**src/rtl/context_map_pipe_pkg.sv**
```systemverilog
// Shared widths, thresholds, context constants and stage payload types for context_map_pipe.
// Combinational definitions only; no latency, no backpressure.
package context_map_pipe_pkg;

  localparam int GRAD_WIDTH      = 10;
  localparam int MODE_LENGTH     = 2;
  localparam int MAPPEDQ_LENGTH  = 9;
  localparam int CHANNELS        = 3;
  localparam int CH_WIDTH        = 2;
  localparam int ADDR_WIDTH      = 11;

  localparam int T1_DEF          = 3;
  localparam int T2_DEF          = 7;
  localparam int T3_DEF          = 21;
  localparam int NEAR_DEF        = 0;

  localparam int RUN_CTX_BASE    = 365;
  localparam int CTX_PER_CHANNEL = 367;

  typedef logic signed [GRAD_WIDTH-1:0] grad_t;
  typedef logic signed [3:0]            q_t;
  typedef logic [MODE_LENGTH-1:0]       mode_t;
  typedef logic [MAPPEDQ_LENGTH-1:0]    ctx_t;
  typedef logic [CH_WIDTH-1:0]          ch_t;
  typedef logic [ADDR_WIDTH-1:0]        addr_t;

  localparam mode_t MODE_REGULAR = 2'd0;
  localparam mode_t MODE_RUNINT  = 2'd1;

  typedef struct packed {
    q_t    q1;
    q_t    q2;
    q_t    q3;
    mode_t mode;
    logic  ritype;
    ch_t   ch;
  } s1_t;

  typedef struct packed {
    ctx_t ct;
    logic sign;
    logic run_start;
    ch_t  ch;
  } s2_t;

  typedef struct packed {
    ctx_t  ct;
    logic  sign;
    logic  run_start;
    ch_t   ch;
    addr_t addr;
  } s3_t;

  // Channel values outside 0..CHANNELS-1 are deliberately not clamped.
  function automatic addr_t ctx_addr_f(ch_t ch, ctx_t ct);
    return addr_t'(int'(ch) * CTX_PER_CHANNEL + int'(ct));
  endfunction

endpackage

```
**src/rtl/context_map_pipe_if.sv**
```systemverilog
// Input gradient stream and output context stream of context_map_pipe, valid/ready on both sides.
// master = producer/consumer around the block, slave = the block itself.
interface context_map_pipe_if;
  import context_map_pipe_pkg::*;

  logic  in_valid;
  logic  in_ready;
  grad_t D_1;
  grad_t D_2;
  grad_t D_3;
  mode_t mode;
  logic  RIType;
  ch_t   channel;

  logic  out_valid;
  logic  out_ready;
  ctx_t  C_t;
  logic  sign;
  logic  run_start;
  ch_t   out_channel;
  addr_t ctx_addr;

  modport master (
    output in_valid, D_1, D_2, D_3, mode, RIType, channel, out_ready,
    input  in_ready, out_valid, C_t, sign, run_start, out_channel, ctx_addr
  );

  modport slave (
    input  in_valid, D_1, D_2, D_3, mode, RIType, channel, out_ready,
    output in_ready, out_valid, C_t, sign, run_start, out_channel, ctx_addr
  );

endinterface

```
**src/rtl/context_map_pipe_gradient_quantizer.sv**
```systemverilog
// Maps one signed local gradient onto the 9-level region index -4..4; purely combinational.
// No latency, no backpressure.
module gradient_quantizer
  import context_map_pipe_pkg::*;
#(
  parameter int T1   = T1_DEF,
  parameter int T2   = T2_DEF,
  parameter int T3   = T3_DEF,
  parameter int NEAR = NEAR_DEF
) (
  input  grad_t d,
  output q_t    q
);

  int dv;

  always_comb begin
    dv = int'(d);
    if      (dv <= -T3)   q = q_t'(-4);
    else if (dv <= -T2)   q = q_t'(-3);
    else if (dv <= -T1)   q = q_t'(-2);
    else if (dv <  -NEAR) q = q_t'(-1);
    else if (dv <=  NEAR) q = q_t'(0);
    else if (dv <   T1)   q = q_t'(1);
    else if (dv <   T2)   q = q_t'(2);
    else if (dv <   T3)   q = q_t'(3);
    else                  q = q_t'(4);
  end

endmodule

```
**src/rtl/context_map_pipe.sv**
```systemverilog
// Gradients -> quantize (S1) -> sign merge / context index (S2) -> per-channel RAM address (S3); 3-cycle latency, 1 sample/cycle.
// Backpressure: each stage holds while its successor is full and stalled; in_ready is combinational from out_ready only.
module context_map_pipe
  import context_map_pipe_pkg::*;
#(
  parameter int T1   = T1_DEF,
  parameter int T2   = T2_DEF,
  parameter int T3   = T3_DEF,
  parameter int NEAR = NEAR_DEF
) (
  input logic               clk,
  input logic               reset,
  context_map_pipe_if.slave bus
);

  q_t  q1_c, q2_c, q3_c;

  logic s1_vld_q, s1_vld_d;
  logic s2_vld_q, s2_vld_d;
  logic out_vld_q, out_vld_d;
  s1_t  s1_q, s1_d;
  s2_t  s2_q, s2_d;
  s3_t  out_q, out_d;

  logic s1_en, s2_en, s3_en;

  logic            neg;
  logic            regular;
  q_t              m1, m2, m3;
  logic signed [10:0] idx;
  s2_t             merged;

  gradient_quantizer #(.T1(T1), .T2(T2), .T3(T3), .NEAR(NEAR)) u_q1 (.d(bus.D_1), .q(q1_c));
  gradient_quantizer #(.T1(T1), .T2(T2), .T3(T3), .NEAR(NEAR)) u_q2 (.d(bus.D_2), .q(q2_c));
  gradient_quantizer #(.T1(T1), .T2(T2), .T3(T3), .NEAR(NEAR)) u_q3 (.d(bus.D_3), .q(q3_c));

  // A stage may load whenever it is empty or its content moves on this cycle.
  assign s3_en        = !out_vld_q || bus.out_ready;
  assign s2_en        = !s2_vld_q  || s3_en;
  assign s1_en        = !s1_vld_q  || s2_en;
  assign bus.in_ready = s1_en;

  always_comb begin
    s1_vld_d = s1_vld_q;
    s1_d     = s1_q;
    if (s1_en) begin
      s1_vld_d = bus.in_valid;
      if (bus.in_valid) begin
        s1_d = '{q1: q1_c, q2: q2_c, q3: q3_c, mode: bus.mode,
                 ritype: bus.RIType, ch: bus.channel};
      end
    end
  end

  always_comb begin
    neg = (s1_q.q1 < 0) ||
          (s1_q.q1 == 0 && s1_q.q2 < 0) ||
          (s1_q.q1 == 0 && s1_q.q2 == 0 && s1_q.q3 < 0);
    m1  = neg ? -s1_q.q1 : s1_q.q1;
    m2  = neg ? -s1_q.q2 : s1_q.q2;
    m3  = neg ? -s1_q.q3 : s1_q.q3;
    idx = 11'(81 * int'(m1) + 9 * int'(m2) + int'(m3));
    // Reserved mode encodings fall back to the regular path.
    regular = (s1_q.mode != MODE_RUNINT);
    merged  = '0;
    merged.ch = s1_q.ch;
    if (regular) begin
      merged.ct        = ctx_t'(idx);
      merged.sign      = neg;
      merged.run_start = (s1_q.q1 == 0) && (s1_q.q2 == 0) && (s1_q.q3 == 0);
    end else begin
      merged.ct        = ctx_t'(RUN_CTX_BASE) + ctx_t'(s1_q.ritype);
      merged.sign      = 1'b0;
      merged.run_start = 1'b0;
    end
  end

  always_comb begin
    s2_vld_d = s2_vld_q;
    s2_d     = s2_q;
    if (s2_en) begin
      s2_vld_d = s1_vld_q;
      if (s1_vld_q) s2_d = merged;
    end
  end

  always_comb begin
    out_vld_d = out_vld_q;
    out_d     = out_q;
    if (s3_en) begin
      out_vld_d = s2_vld_q;
      if (s2_vld_q) begin
        out_d = '{ct: s2_q.ct, sign: s2_q.sign, run_start: s2_q.run_start,
                  ch: s2_q.ch, addr: ctx_addr_f(s2_q.ch, s2_q.ct)};
      end
    end
  end

  always_ff @(posedge clk or posedge reset) begin
    if (reset) begin
      s1_vld_q  <= 1'b0;
      s2_vld_q  <= 1'b0;
      out_vld_q <= 1'b0;
      s1_q      <= '0;
      s2_q      <= '0;
      out_q     <= '0;
    end else begin
      s1_vld_q  <= s1_vld_d;
      s2_vld_q  <= s2_vld_d;
      out_vld_q <= out_vld_d;
      s1_q      <= s1_d;
      s2_q      <= s2_d;
      out_q     <= out_d;
    end
  end

  assign bus.out_valid   = out_vld_q;
  assign bus.C_t         = out_q.ct;
  assign bus.sign        = out_q.sign;
  assign bus.run_start   = out_q.run_start;
  assign bus.out_channel = out_q.ch;
  assign bus.ctx_addr    = out_q.addr;

endmodule
```
**src/flat_wrapper.sv**
```systemverilog
// flat-port wrapper written by rule: the top's interface ports become plain ports
module context_map_pipe_flat import context_map_pipe_pkg::*;
#(
  parameter int T1   = T1_DEF,
  parameter int T2   = T2_DEF,
  parameter int T3   = T3_DEF,
  parameter int NEAR = NEAR_DEF
)
  (clk, reset, bus_in_valid, bus_D_1, bus_D_2, bus_D_3, bus_mode, bus_RIType, bus_channel, bus_out_ready, bus_in_ready, bus_out_valid, bus_C_t, bus_sign, bus_run_start, bus_out_channel, bus_ctx_addr);
  context_map_pipe_if bus_i ();
  input logic clk;
  input logic reset;
  input wire logic [$bits(bus_i.in_valid)-1:0] bus_in_valid;
  input wire logic [$bits(bus_i.D_1)-1:0] bus_D_1;
  input wire logic [$bits(bus_i.D_2)-1:0] bus_D_2;
  input wire logic [$bits(bus_i.D_3)-1:0] bus_D_3;
  input wire logic [$bits(bus_i.mode)-1:0] bus_mode;
  input wire logic [$bits(bus_i.RIType)-1:0] bus_RIType;
  input wire logic [$bits(bus_i.channel)-1:0] bus_channel;
  input wire logic [$bits(bus_i.out_ready)-1:0] bus_out_ready;
  output wire logic [$bits(bus_i.in_ready)-1:0] bus_in_ready;
  output wire logic [$bits(bus_i.out_valid)-1:0] bus_out_valid;
  output wire logic [$bits(bus_i.C_t)-1:0] bus_C_t;
  output wire logic [$bits(bus_i.sign)-1:0] bus_sign;
  output wire logic [$bits(bus_i.run_start)-1:0] bus_run_start;
  output wire logic [$bits(bus_i.out_channel)-1:0] bus_out_channel;
  output wire logic [$bits(bus_i.ctx_addr)-1:0] bus_ctx_addr;
  assign bus_i.in_valid = bus_in_valid;
  assign bus_i.D_1 = bus_D_1;
  assign bus_i.D_2 = bus_D_2;
  assign bus_i.D_3 = bus_D_3;
  assign bus_i.mode = bus_mode;
  assign bus_i.RIType = bus_RIType;
  assign bus_i.channel = bus_channel;
  assign bus_i.out_ready = bus_out_ready;
  assign bus_in_ready = bus_i.in_ready;
  assign bus_out_valid = bus_i.out_valid;
  assign bus_C_t = bus_i.C_t;
  assign bus_sign = bus_i.sign;
  assign bus_run_start = bus_i.run_start;
  assign bus_out_channel = bus_i.out_channel;
  assign bus_ctx_addr = bus_i.ctx_addr;
  context_map_pipe #(.T1(T1), .T2(T2), .T3(T3), .NEAR(NEAR)) u_core (.clk(clk), .reset(reset), .bus(bus_i));
endmodule
```
**config.mk**
```make
export PLATFORM = sky130hd
export DESIGN_NAME = context_map_pipe_flat
export DESIGN_NICKNAME = d
export VERILOG_FILES = /design/src/rtl/context_map_pipe_pkg.sv /design/src/rtl/context_map_pipe_if.sv /design/src/rtl/context_map_pipe_gradient_quantizer.sv /design/src/rtl/context_map_pipe.sv /design/src/flat_wrapper.sv
export SDC_FILE = /design/constraint.sdc
export NUM_CORES = 1
export LEC_CHECK = 0
export BUFFER_PORTS_ARGS = -buffer_cell sky130_fd_sc_hd__buf_2
export CORE_UTILIZATION = 45
export DETAILED_ROUTE_END_ITERATION = 16
export GPL_TIMING_DRIVEN = 1
export PLACE_DENSITY = 0.65
export SLEW_MARGIN = 5
export SYNTH_ARGS = -nofsm -noshare
export SYNTH_HDL_FRONTEND = slang
export SYNTH_SLANG_ARGS = --single-unit
```
**constraint.sdc**
```tcl
create_clock -name clk -period 5.7 [get_ports clk]
set_clock_uncertainty 0.1 [all_clocks]
set_input_delay 0.855 -clock clk [delete_from_list [all_inputs] [get_ports clk]]
set_output_delay 0.855 -clock clk [all_outputs]
set_load 0.01 [all_outputs]
```
== Word level (Yosys, flattened, before mapping) ==
Cells that the tools add are included.
Widths: inputs -> output; s select.
Storage, ports and cells
  memory bits (read-only): 0
  word-level logic and storage cells: 102
  memories kept: 0
  output and inout port bits: 26
  bits in registers: 57
  RAM bits: 0
  latch bits: 0
Operators by class
  magnitude comparators: 27
  eq/ne operators: 1
  div/mod/pow operators: 0
  add/sub/neg operators: 7
  multipliers: 3
  shift operators: 0
  bitwise logic cells: 0
  muxes and demuxes: 28
  reduce and logical (&&, ||, !) cells: 18
Operators with widths (count)
  $logic_not 32->1: 3
  $mux 4: 15
  $mux 3: 12
  $le 10x1->1 const B: 3
  $le 10x3->1 const B: 3
  $le 10x4->1 const B: 3
  $le 10x6->1 const B: 3
  $lt 10x1->1 const B: 3
  $lt 10x3->1 const B: 3
  $lt 10x4->1 const B: 3
  $lt 10x6->1 const B: 3
  $lt 4x1->1 const B: 3
  $neg 4->4: 3
  $add 11x10->11: 1
  $mul 2x9->11 const B: 1
  $mux 11: 1
  $add 9x1->9 const A: 1
  $add 9x4->9: 1
  $add 9x9->9: 1
  $mul 5x4->9 const A: 1
  $mul 8x4->9 const A: 1
  $reduce_and 2->1: 3
  $logic_or 1x1->1: 5
  $logic_and 1x1->1: 4
  2 further kinds: 4

== Depth between registers and ports, before layout ==
  word-level depth: 9
  mapped depth: 22

== Modules after synthesis ==
A second synthesis with hierarchy kept.
Unflattened totals
  cells, all modules: 431
  area, all modules: 4463.0 sq um
By module, submodules not included
  context_map_pipe: area each 4042.6 sq um, cells each 371, seq. area each 1426.4 sq um, instances 1
  gradient_quantizer: area each 140.1 sq um, cells each 20, seq. area each 0.0 sq um, instances 3

== Worst setup path after synthesis ==
OpenSTA, ideal clock, no wires.
  path kind: flip-flop to flip-flop
  from: reg u_core.s1_q[9] (netlist bit)
  to: reg u_core.s2_q[12] (netlist bit)
  cell stages (with the launch flop): 20
  buffers on the path: 0
  data arrival time: 4675 ps
  required time: 5479 ps
  slack: 804 ps
  library setup time: 121 ps
  cell sequence: dfrtp_1 > inv_1 > ha_1 > a31oi_1 > nor2b_1 > nor2_1 > mux2_1 > ha_1 > inv_1 > fa_1 > fa_1 > inv_1 > ha_1 > ha_1 > ha_1 > o21a_1 > a2111oi_0 > nor3_1 > xnor2_1 > o22a_1
On the way
  cells in the longest elaborated chain, start to end: 9
Ends and longest elaborated chain
  from (decl): line context_map_pipe.sv:21  | s1_t s1_q, s1_d;
  from (signal assigned): line context_map_pipe.sv:104  | s1_q <= '0;
  from (signal assigned): line context_map_pipe.sv:111  | s1_q <= s1_d;
  $lt 4x1->1 or $logic_not 32->1 (tied branches): line context_map_pipe.sv:57, context_map_pipe.sv:58
  $logic_and 1x1->1 (on tied branches): line context_map_pipe.sv:57, context_map_pipe.sv:58
  $logic_or 1x1->1 or $logic_and 1x1->1 (tied branches): line context_map_pipe.sv:56, context_map_pipe.sv:58
  $logic_or 1x1->1: line context_map_pipe.sv:57  | (s1_q.q1 == 0 && s1_q.q2 < 0) ||
  $mux 4 (on tied branches): line context_map_pipe.sv:59, context_map_pipe.sv:60
  $mul 8x4->9 or $mul 5x4->9 (tied branches): line context_map_pipe.sv:62  | idx = 11'(81 * int'(m1) + 9 * int'(m2) + int'(m3));
  $add 9x9->9: line context_map_pipe.sv:62
  $add 9x4->9 (*): line context_map_pipe.sv:62
  $mux 11 (*): line context_map_pipe.sv:67  | if (regular) begin
  to (signal assigned): line context_map_pipe.sv:105  | s2_q <= '0;
  to (signal assigned): line context_map_pipe.sv:112  | s2_q <= s2_d;
  to (decl): line context_map_pipe.sv:22  | s2_t s2_q, s2_d;
Mark *: on every way between the ends. The rest lies on a longest branch, timed or not.
A chain may end at the register's enable or synchronous reset.

== Worst setup path in the final report ==
Ends and elaborated chain as after synthesis.

==> results.md <==
- Run status: finished clean
- DIE WIDTH: approximately 100 um
- # DRC: 0
- Pwr Density: between 600 and 700 nW/um2
- Clk sink count: between 50 and 60
- Die height: 103 um
- H-tree level count: 3
- CP max FO: 7
- Core ar.: roughly 10000 um2
- Crit path kind: reg -> reg
- Detail Placement HPWL: between 7000 and 8000 um
- Skew-Pair Late Insertion Delay: between 0.3 and 0.4 ns
- Setup crit end: u_core.s2_q[12]$_DFFE_PP0P_
- WHS: around 0.37 ns
- Worst-margin pin slew: a little over 0.7 ns
- Boundary Pins: 65
- Critical R2R Launch: u_core.s1_q[9]$_DFFE_PP0P_
- DR pass1 iterations: 4
- Aggregate global routing overflow: 0
- Critical path startpoint: u_core.s1_q[9]$_DFFE_PP0P_
- Leakage: around 0.0025 uW
- DRT iter0 DRCs: 71
- Clk buf depth: 2
- Post-DRT Antenna Nets: 0
- Post-Route WL: roughly 9000 um
- Synth warn: 0
- Worst vdd ir: 0.219 mV
- Largest net degree at the start of global routing: a little under 60
- Arrival time worst endpoint: about 5.4 ns
- Synthesized instance count: 471
- DR vias/cell: 5.27
- Unique cell type count in the Yosys netlist: 54
- GRT Util Overall: 0.193
- Final nets: 645
- Period minus WS final: approximately 5.3 ns
- Input/output buffers: 64
- Vias post-DR: ~3500
- Synth Net Count: roughly 580
- R2R setup slack: 0.42 ns
- Final Hold Vio Count: 0
- Tcrit/Tclk final: 0.927
- Initial antenna violation count: 0
- Area delta synth->final: 14.6%
- Hold Crit Class: reg -> reg
- Final instance area: around 5200 um2
- First-pass GRT wire length: ~16000 um
- CTS root buf: clkbuf_8
- Seq/Total Area, Yosys: 0.313
- Worst path required time: ~5.8 ns
- Synthesized flop and latch total: 57
- Dpl cell area: approximately 5000 um2
- Per-cell routed wire length: 13.6 um
- Reg2Reg Depth: 19
- Worst slew margin: 0.522
- Fmax achieved: between 150 and 200 MHz
- Layout cell share with drive strength beyond 1: 0.201
- # rows: 36
- RSZ-0062 raised after global routing: no
- Setup Buffers After CTS: 0
- Synth Cell Area: approximately 4600 um2
- Final Power: 3190 uW
- Crit. End Element: flop
- Final setup TNS: 0 ns
- Synth Area per Inst: 9.69 um2
- Clock slew at reported path FFs: ~0.07 ns
- RePlAce Congestion: around 0.88
- CTS tree: yes
- Ant. Diodes: 0
- Initial core utilization: 0.465
- Die Area: about 11000 um2
- Max_cap viols: 0
- Slew Viols, Final: 0
- Worst Setup Start Kind: flop
- Reg2reg end: u_core.s2_q[12]$_DFFE_PP0P_
- CTS Buf Count: 9
- Vias in the first global route: 3582
- Final setup vio count: 0
[cell families (layout without fill, tap and decap cells)]
| kind of cell | after synthesis | after routing | synth area share |
|---|---|---|---|
| AND/OR/NAND/NOR | 115 | 115 | 0.125 |
| AO/OA/AOI/OAI | 109 | 109 | 0.165 |
| adder cells (fa/ha/maj) | 72 | 72 | 0.227 |
| buffers and inverters | 65 | 132 | 0.0540 |
| flip-flops | 57 | 57 | 0.313 |
| multiplexers | 29 | 29 | 0.0707 |
| XOR/XNOR | 24 | 24 | 0.0461 |
[report_power, final]
group	switching, uW	total [uW]	internal, uW
sequential	108	652	544
clock	162	416	254
combinational	1110	2120	1010
[timing repair]
action	4_1_cts	5_1_grt
hold buffers	0	0
hold endpoints to repair	0	0
gates resized for setup	0	1
setup endpoints to repair	0	1
[synthesized netlist by cell type (all sizes together)]
cell type	number	area share
mux2	26	0.064
dfrtp	57	0.31
inv	51	0.042
clkbuf	11	0.0090
mux2i	3	0.0066
o21bai	6	0.0099
buf	3	0.0030
o31ai	8	0.014
a31o	2	0.0038
xor2	9	0.017
a31oi	3	0.0041
and2	4	0.0055
xnor2	15	0.029
nand3	7	0.0077
a2111o	1	0.0025
o22a	2	0.0038
a211oi	4	0.0066
nor3	14	0.015
nor2	20	0.016
nor4b	1	0.0019
o211ai	3	0.0049
o2111ai	1	0.0019
o22ai	4	0.0069
a21oi	25	0.027
o21a	6	0.0099
and3	2	0.0027
nand2b	9	0.012
or4	1	0.0025
and4	1	0.0019
a2111oi	3	0.0099
a221oi	3	0.0071
nand3b	1	0.0016
o221ai	1	0.0019
ha	54	0.15
o21ai	26	0.029
fa	18	0.079
nor3b	4	0.0066
a21o	10	0.016
or3	3	0.0052
nor2b	5	0.0069
a22oi	1	0.0047
nor4bb	1	0.0022
nand4	3	0.0041
nand2	39	0.032
[critical path, stage by stage, from the launching register on]
cell and delay [ns]:
dfrtp_1 0.42, inv_1 0.13, ha_1 0.25, nor4bb_1 0.15
a21o_1 0.21, a22oi_4 0.30, inv_1 0.22, ha_1 0.32
inv_1 0.05, fa_1 0.51, fa_1 0.54, inv_1 0.04
ha_1 0.28, ha_1 0.30, ha_1 0.34, o21a_1 0.13
a2111oi_0 0.44, nor3_1 0.13, xnor2_1 0.14, o22a_1 0.16
[cell usage in the layout, fill, tap and decap left out, drive strengths merged, types with 2 or more instances in the layout]
master,count
o21a,6
o21bai,6
nor3b,4
buf,66
o21ai,26
a21o,10
nand2b,9
and3,2
a211oi,4
nor3,14
a2111oi,3
nor2b,5
mux2,26
ha,54
xor2,9
nand3,7
o22a,2
mux2i,3
clkinvlp,2
a31oi,3
nor2,20
a221oi,3
o31ai,8
dfrtp,57
and2,4
o211ai,3
or3,3
nand4,3
a21oi,25
bufinv,2
clkbuf,10
xnor2,15
o22ai,4
a31o,2
inv,51
fa,18
nand2,39
[sequential cells by signal, summed over array words and instances (netlist names), 2 cells and up]
signal                  flops
u_core.bus.out_channel      2
u_core.s2_q                13
u_core.bus.C_t              9
u_core.s1_q                15
u_core.bus.ctx_addr        11
u_core.merged               2
[layer usage]
layer  wire [um]  up-vias  share of wire  track usage
li1            -     1784              -            -
met5           0        -              0            0
met2        4550       80           0.50        0.350
met1        4070     1654           0.45        0.224
met3         308       17          0.034       0.0400
met4         206        0          0.023       0.0714
[cell type report]
| cell class | instances | area, um2 |
|---|---|---|
| Inverter | 51 | 191 |
| Timing Repair Buffer | 66 | 335 |
| Clock inverter | 5 | 80.1 |
| Clock buffer | 10 | 138 |
| Sequential cell | 57 | 1430 |
| Tap cell | 133 | 166 |
| Multi-Input combinational cell | 349 | 2890 |
| Fill cell | 969 | 4590 |
[how the worst min path moves through the flow]
stage                                       start                            endpoint  cells after the start
3_3_place_gp   u_core.bus.ctx_addr[7]$_DFFE_PP0P_  u_core.bus.ctx_addr[7]$_DFFE_PP0P_                      2
5_1_grt        u_core.bus.ctx_addr[8]$_DFFE_PP0P_  u_core.bus.ctx_addr[8]$_DFFE_PP0P_                      2
6_report       u_core.bus.ctx_addr[7]$_DFFE_PP0P_  u_core.bus.ctx_addr[7]$_DFFE_PP0P_                      2
2_1_floorplan          u_core.s2_q[2]$_DFFE_PP0P_          u_core.s2_q[2]$_DFFE_PP0P_                      2
3_5_place_dp   u_core.bus.ctx_addr[7]$_DFFE_PP0P_  u_core.bus.ctx_addr[7]$_DFFE_PP0P_                      2
4_1_cts        u_core.bus.ctx_addr[7]$_DFFE_PP0P_  u_core.bus.ctx_addr[7]$_DFFE_PP0P_                      2
[per-stage QoR]
stage / util / setup WS, ns / cells
finish: 0.533 / 0.419 / 671
global route: 0.533 / 0.0816 / 671
CTS: 0.532 / 0.234 / 671
detailed placement: 0.510 / 0.251 / 656
global placement: 0.510 / 0.384 / 656
floorplan: - / 0.804 / 471
No activity file was read; power rests on OpenSTA's default activity.
